<file path="config.mk">
export PLATFORM = sky130hd
export DESIGN_NAME = seq_detect_rx
export DESIGN_NICKNAME = d
export VERILOG_FILES = /design/src/rtl/seq_detect_pkg.sv /design/src/rtl/shift_in_nb.sv /design/src/rtl/seq_detect_rx.sv
export SDC_FILE = /design/constraint.sdc
export NUM_CORES = 1
export LEC_CHECK = 0
export ABC_CLOCK_PERIOD_IN_PS = 2850
export CORE_MARGIN = 2
export CORE_UTILIZATION = 48
export DETAILED_ROUTE_END_ITERATION = 12
export GPL_ROUTABILITY_DRIVEN = 1
export PLACE_DENSITY = 0.76
export SYNTH_ARGS = -nofsm -noshare
export SYNTH_HDL_FRONTEND = slang
export SYNTH_HIERARCHICAL = 1
export SYNTH_SLANG_ARGS = --single-unit
</file>
<file path="constraint.sdc">
create_clock -name clk -period 2.85 [get_ports clk]
set_clock_uncertainty 0.2 [all_clocks]
set_input_delay 0.285 -clock clk [delete_from_list [all_inputs] [get_ports clk]]
set_output_delay 0.285 -clock clk [all_outputs]
set_load 0.05 [all_outputs]
</file>
<file path="src/rtl/seq_detect_pkg.sv">
// Shared types and constants for the serial sequence detector.
// Holds the FSM state encoding, fill-counter width and counter-width default.
package seq_detect_pkg;

    typedef enum logic {
        ST_FILL  = 1'b0,
        ST_ARMED = 1'b1
    } state_e;

    localparam int FILL_W        = 4;
    localparam int CNT_W_DEFAULT = 8;

    // Saturating history-depth increment: stops at the pattern length n.
    function automatic logic [FILL_W-1:0] fill_inc(input logic [FILL_W-1:0] f, input int n);
        logic [FILL_W-1:0] lim;
        lim = FILL_W'(n);
        return (f >= lim) ? lim : f + 1'b1;
    endfunction

endpackage

</file>
<file path="src/rtl/shift_in_nb.sv">
// Enable-gated shift-in register with synchronous clear and flush; newest bit lands in q[0].
// Latency: one clock from en to q. Backpressure: none, en is a pure strobe.
// Clear has priority over en, and flush (with en) zeroes the history instead of shifting.
module shift_in_nb #(
    parameter int n = 4
) (
    input  logic         clk,
    input  logic         clr,
    input  logic         en,
    input  logic         din,
    input  logic         flush,
    output logic [n-1:0] q
);

    logic [n-1:0] q_q;
    logic [n-1:0] q_d;

    always_comb begin
        q_d = q_q;
        if (en) begin
            q_d = flush ? '0 : {q_q[n-2:0], din};
        end
    end

    always_ff @(posedge clk) begin
        if (clr) begin
            q_q <= '0;
        end else begin
            q_q <= q_d;
        end
    end

    assign q = q_q;

endmodule

</file>
<file path="src/rtl/seq_detect_rx.sv">
// Serial sequence detector: shifts in X on each bit_en strobe and flags a match of the last N bits against pattern.
// Latency: Z/match_cnt/armed update one clock after the strobe and hold until the next strobe or clr.
// Backpressure: none; back-to-back strobes are each one bit. Optional SEQ_DETECT_DBG_EN exposes dbg_bits/dbg_fill.
module seq_detect_rx
    import seq_detect_pkg::*;
#(
    parameter int N     = 4,
    parameter int CNT_W = CNT_W_DEFAULT
) (
    input  logic             clk,
    input  logic             clr,
    input  logic             bit_en,
    input  logic             X,
    input  logic [N-1:0]     pattern,
    input  logic             overlap,
    output logic             Z,
    output logic [CNT_W-1:0] match_cnt,
    output logic             armed
`ifdef SEQ_DETECT_DBG_EN
    ,
    output logic [N-1:0]     dbg_bits,
    output logic [3:0]       dbg_fill
`endif
);

    localparam logic [FILL_W-1:0] FULL = FILL_W'(N);

    state_e             state_q;
    state_e             state_d;
    logic [N-1:0]       sr_q;
    logic [N-1:0]       sr_d;
    logic [FILL_W-1:0]  fill_q;
    logic [FILL_W-1:0]  fill_d;
    logic [FILL_W-1:0]  fill_next;
    logic               z_q;
    logic               z_d;
    logic [CNT_W-1:0]   cnt_q;
    logic [CNT_W-1:0]   cnt_d;
    logic               hit;
    logic               flush;

    // Compare against the history as it will be after this strobe.
    always_comb begin
        fill_next = fill_inc(fill_q, N);
        sr_d      = {sr_q[N-2:0], X};
        hit       = bit_en && (fill_next == FULL) && (sr_d == pattern);
        flush     = hit && !overlap;
    end

    shift_in_nb #(.n(N)) u_shift (
        .clk   (clk),
        .clr   (clr),
        .en    (bit_en),
        .din   (X),
        .flush (flush),
        .q     (sr_q)
    );

    always_comb begin
        fill_d = fill_q;
        z_d    = z_q;
        cnt_d  = cnt_q;
        if (bit_en) begin
            fill_d = flush ? '0 : fill_next;
            z_d    = hit;
        end
        if (hit && (cnt_q != {CNT_W{1'b1}})) begin
            cnt_d = cnt_q + 1'b1;
        end
    end

    always_ff @(posedge clk) begin
        if (clr) begin
            fill_q <= '0;
            z_q    <= 1'b0;
            cnt_q  <= '0;
        end else begin
            fill_q <= fill_d;
            z_q    <= z_d;
            cnt_q  <= cnt_d;
        end
    end

    always_ff @(posedge clk) begin
        if (clr) begin
            state_q <= ST_FILL;
        end else begin
            state_q <= state_d;
        end
    end

    // A flushing hit on the Nth bit keeps us in ST_FILL.
    always_comb begin
        state_d = state_q;
        if (bit_en) begin
            unique case (state_q)
                ST_FILL: begin
                    if ((fill_next == FULL) && !flush) begin
                        state_d = ST_ARMED;
                    end
                end
                ST_ARMED: begin
                    if (flush) begin
                        state_d = ST_FILL;
                    end
                end
                default: state_d = ST_FILL;
            endcase
        end
    end

    always_comb begin
        armed = (state_q == ST_ARMED);
    end

    assign Z         = z_q;
    assign match_cnt = cnt_q;

`ifdef SEQ_DETECT_DBG_EN
    assign dbg_bits = sr_q;
    assign dbg_fill = fill_q;
`endif

endmodule

</file>
Yosys cells after proc, flatten, opt, wreduce, memory -nomap -nowiden --
Index checks and enable logic that the tools add are counted.
Operators by class: add/subtract/negate cells 2, magnitude comparators 1, equality and inequality tests 3, muxes and demuxes 6, bitwise logic cells 1, reduce and logical (&&, ||, !) cells 7
Operators by type and width (count):
- $add A8 B1 Y8 const B | 1
- $mux W4 | 2
- $ne A8 B8 Y1 const B | 1
- $logic_and A1 B1 Y1 | 5
- $add A4 B1 Y4 const B | 1
- $eq A4 B3 Y1 const B | 1
- $eq A4 B4 Y1 | 1
- $ge A4 B3 Y1 const B | 1
- $mux W3 | 1
- $logic_not A1 Y1 | 2
- $mux W1 | 2
- $pmux W1 S2 | 1
- $not A1 Y1 | 1
Word-level totals: flip-flop bits (word level) 17, input bits 9, output and inout bits 10, word-level logic and storage cells 25

Depth between registers and ports, before layout --
word-level depth 10, depth in mapped cells 7, gate-level depth less buffers 7

Hierarchy --
Netlist, hierarchy kept.
Modules (own cells, without submodules):
- seq_detect_rx | instances 1, cells each 82, area an instance 706.9 um^2, seq. area each 280.3 um^2
- shift_in_nb | instances 1, cells each 18, area an instance 158.9 um^2, seq. area each 80.1 um^2

Worst setup path after synthesis --
Ideal clock, no wire load.
kind register -> register, start point reg cnt_q[0], in the netlist match_cnt[0], end point reg cnt_q[5], in the netlist match_cnt[5], setup time 0.135 ns, arrival 1.908 ns, data required time 2.515 ns, setup slack 0.606 ns, cell stages (with the launch flop) 7, buffers on the path 1, clock period less this slack 2.244 ns, cell sequence dfxtp_1 -> ha_1 -> and3_1 -> a211o_1 -> clkbuf_1 -> o311ai_0 -> o41ai_1
On the way: word-level cells in the longest chain between the ends 2, elaborated cells between the ends (all ways) 3, those cells by class add/sub (1); eq/ne (1); reduce/logical (1)
Ends and longest elaborated chain:
- from (decl) | line seq_detect_rx.sv:37 | logic [CNT_W-1:0] cnt_q;
- from (signal assigned) | line seq_detect_rx.sv:80 | cnt_q <= cnt_d;
- branches (longest 2 deep; another with $add A8 B1 Y8)
Several ways; the timed one is not identified. A chain may end at the register's enable or synchronous reset.

Worst setup path after layout --
start point reg fill_q[0], end point reg u_shift.q_q[2], in the netlist u_shift/q[2]
On the way: word-level cells in the longest chain between the ends 7, elaborated cells between the ends (all ways) 8, those cells by class add/sub (1); order compare (1); eq/ne (1); mux (2); reduce/logical (3)
Ends and longest elaborated chain:
- from (decl) | line seq_detect_rx.sv:32 | logic [FILL_W-1:0] fill_q;
- from (signal assigned) | line seq_detect_rx.sv:78 | fill_q <= fill_d;
- $add A4 B1 Y4 or $ge A4 B3 Y1 (tied branches) | line seq_detect_pkg.sv:17 | return (f >= lim) ? lim : f + 1'b1;
- $mux W4 * | line seq_detect_pkg.sv:17
- $eq A4 B3 Y1 * | line seq_detect_rx.sv:46 | hit = bit_en && (fill_next == FULL) && (sr_d == pattern);
- $logic_and A1 B1 Y1 * (2 in a row) | line seq_detect_rx.sv:46
- $logic_and A1 B1 Y1 * | line seq_detect_rx.sv:47 | flush = hit && !overlap;
- net flush | line seq_detect_rx.sv:40 | logic flush;
- $mux W3 * | line shift_in_nb.sv:21 | q_d = flush ? '0 : {q_q[n-2:0], din};
- to (signal assigned) | line shift_in_nb.sv:29 | q_q <= q_d;
- to (decl) | line shift_in_nb.sv:15 | logic [n-1:0] q_q;
Mark *: on every way through the listed nets, which the timed path passes. The rest lies on a longest branch.

==> summary.md <==
| Metric | Value |
|---|---|
| Syn avg cell area | `8.64 um^2` |
| VDD IR-drop max | `0.247 mV` |
| Antenna Nets Post-Route | `0` |
| Actual transition at the worst max-transition pin | `0.545 ns` |
| Syn Std Cell Area | `830 um^2` |
| Longest Clk Path Bufs | `2` |
| Period utilization | `0.876` |
| Reg2reg end | `u_shift/q[2]` |
| Post-cts sizing count | `0` |
| DIE AREA | `0.00208 mm^2` |
| Setup slack, reg-to-reg | `0.35 ns` |
| Vias/cell | `5.92` |
| Setup CP Type | `reg2reg` |
| Crit end category | `flip-flop` |
| CTS tree | `done` |
| Via count | `781` |
| Synthesized instance count | `96` |
| DRC | `0` |
| Hold_sp | `fill_q[2]` |
| Clock input transition at the sequential cells of the worst setup and hold paths | `0.11 ns` |
| Crit path max-delay family | `simple AND/OR/NAND/NOR gates` |
| Drt first pass iters | `4` |
| Synth-to-Final Area Change | `26.4%` |
| Worst Hold Endpoint | `fill_q[2]` |
| Total grt overflow | `0` |
| Synth warn | `6` |
| Detailed router's first-iteration violation count | `12` |
| GRT Resource Usage Total | `0.190` |
| Final setup fails | `0` |
| Diodes inserted | `0` |
| Max Fclk | `0.401 GHz` |
| Placed Instance Area | `0.00102 mm^2` |
| Final setup TNS | `0 ns` |
| Hold_buf cts | `0` |
| Max-cap violation count | `0` |
| Die H | `45.6 um` |
| Total Power | `417 uW` |
| CP peak stage delay | `0.62 ns` |
| Commonest non-fill, non-tap cells in the layout | `18 x clkdlybuf4s50_1, 17 x dfxtp_1, 10 x a21oi_1, 7 x inv_1, 6 x nor2_1` |
| IO buf count | `18` |
| Hold Crit Depth | `2` |
| CP required | `2.81 ns` |
| Critical-path cell list | `ha_1, nand3b_1, a2111o_1, or2_2, nor2_1, or2_1, o32ai_1` |
| Number of global-route vias before repair | `672` |
| Final Cell Area | `0.00105 mm^2` |
| Fin crit period | `2.50 ns` |
| HP Class | `reg2reg` |
| Routed wire length | `1790 um` |
| Post-synth net total | `107` |
| First-pass GRT wire length | `2860 um` |
| FF-to-FF path depth | `7` |
| Leakage power | `0.000371 uW` |
| Sink Count | `17` |
| Slew HR | `0.634` |
| WP data arrival | `2.46 ns` |
| Clk_lat worst skew | `0.29 ns` |
| Largest net degree at the start of global routing | `17` |
| Power density over the cells | `397 mW/mm^2` |
| CP bufs+invs | `0` |
| Outcome | `finished clean` |
| Slowest stage cell, crit path | `a2111o_1` |
| Crit path launch | `fill_q[0]` |
| Root cell of the clock tree | `clkbuf_4` |
| CP Max Fanout | `16` |
| Reg2reg start | `fill_q[0]` |
| CP Launch Type | `flip-flop` |
| Die width | `45.6 um` |
| Num CTS Buffers | `3` |
| Core Region | `0.00167 mm^2` |
| Starting density of the core | `0.497` |
| Max Slew Vio Count | `0` |
| Most common cell after layout, fill and taps aside | `clkdlybuf4s50_1` |
| HPWL Detailed | `1310 um` |
| Layout Nets | `127` |
| GPL Wtd Cong | `0.797` |
| Layout cells sized above 1 | `0.0870` |
| H-tree depth | `1` |
| Hold Fails Final Rpt | `0` |
| Initial antenna violation count | `0` |
| I/O pin cnt | `19` |
| RSZ-0062 raised after global routing | `no` |
| Std-Cell Rows | `15` |
| Avg WL per Cell | `13.5 um` |
| Setup bufs post-CTS | `0` |
==> metrics by stage <==
| step | util | setup WS, ns | cells | hold WS [ns] |
|---|---|---|---|---|
| global placement | 0.611 | 0.414 | 128 | 0.252 |
| CTS | 0.628 | 0.348 | 132 | 0.283 |
| floorplan | - | 0.606 | 96 | 0.154 |
| finish | 0.628 | 0.354 | 132 | 0.274 |
| global route | 0.628 | 0.198 | 132 | 0.306 |
| detailed placement | 0.611 | 0.351 | 128 | 0.265 |
==> worst min-delay path, delay by kind of cell, from the launching register on <==
kind | cells | cell delay, ns
AOI/OAI and AO/OA | 1 | 0.05
buffers and inverters | 1 | 0.05
DFF | 1 | 0.34
==> worst max-delay path by stage <==
stage | endpoint | depth (start not counted)
2_1_floorplan | match_cnt[5] | 6
3_3_place_gp | u_shift/q[2] | 7
3_5_place_dp | u_shift/q[2] | 7
4_1_cts | u_shift/q[2] | 7
5_1_grt | fill_q[0] | 5
6_report | u_shift/q[2] | 7
==> routing by layer <==
metal / GRT usage / up-vias / share of wire
li1: - / 394 / -
met1: 0.250 / 372 / 0.45
met2: 0.293 / 13 / 0.51
met3: 0.0357 / 2 / 0.031
met4: 0.0941 / 0 / 0.012
met5: 0 / - / 0
==> state kept, by name, indices dropped and copies added (netlist names) <==
name / flops
match_cnt: 8
armed: 1
fill_q: 4
u_shift/q: 3
Z: 1
==> where the power goes <==
group	total [uW]	switching, uW	internal (uW)
Sequential	245	3.21	241
Combinational	42.3	21.1	21.2
Clock	130	77.6	52.2
Total	417	102	315
==> layout make-up <==
class / instances / area [um^2]
Clock inverter: 1 / 5.00
Sequential cell: 17 / 340
Timing Repair Buffer: 19 / 188
Fill cell: 162 / 622
Tap cell: 17 / 21.3
Clock buffer: 3 / 22.5
Inverter: 7 / 26.3
Multi-Input combinational cell: 68 / 445
Note: power is estimated with default switching activity, not from simulation.
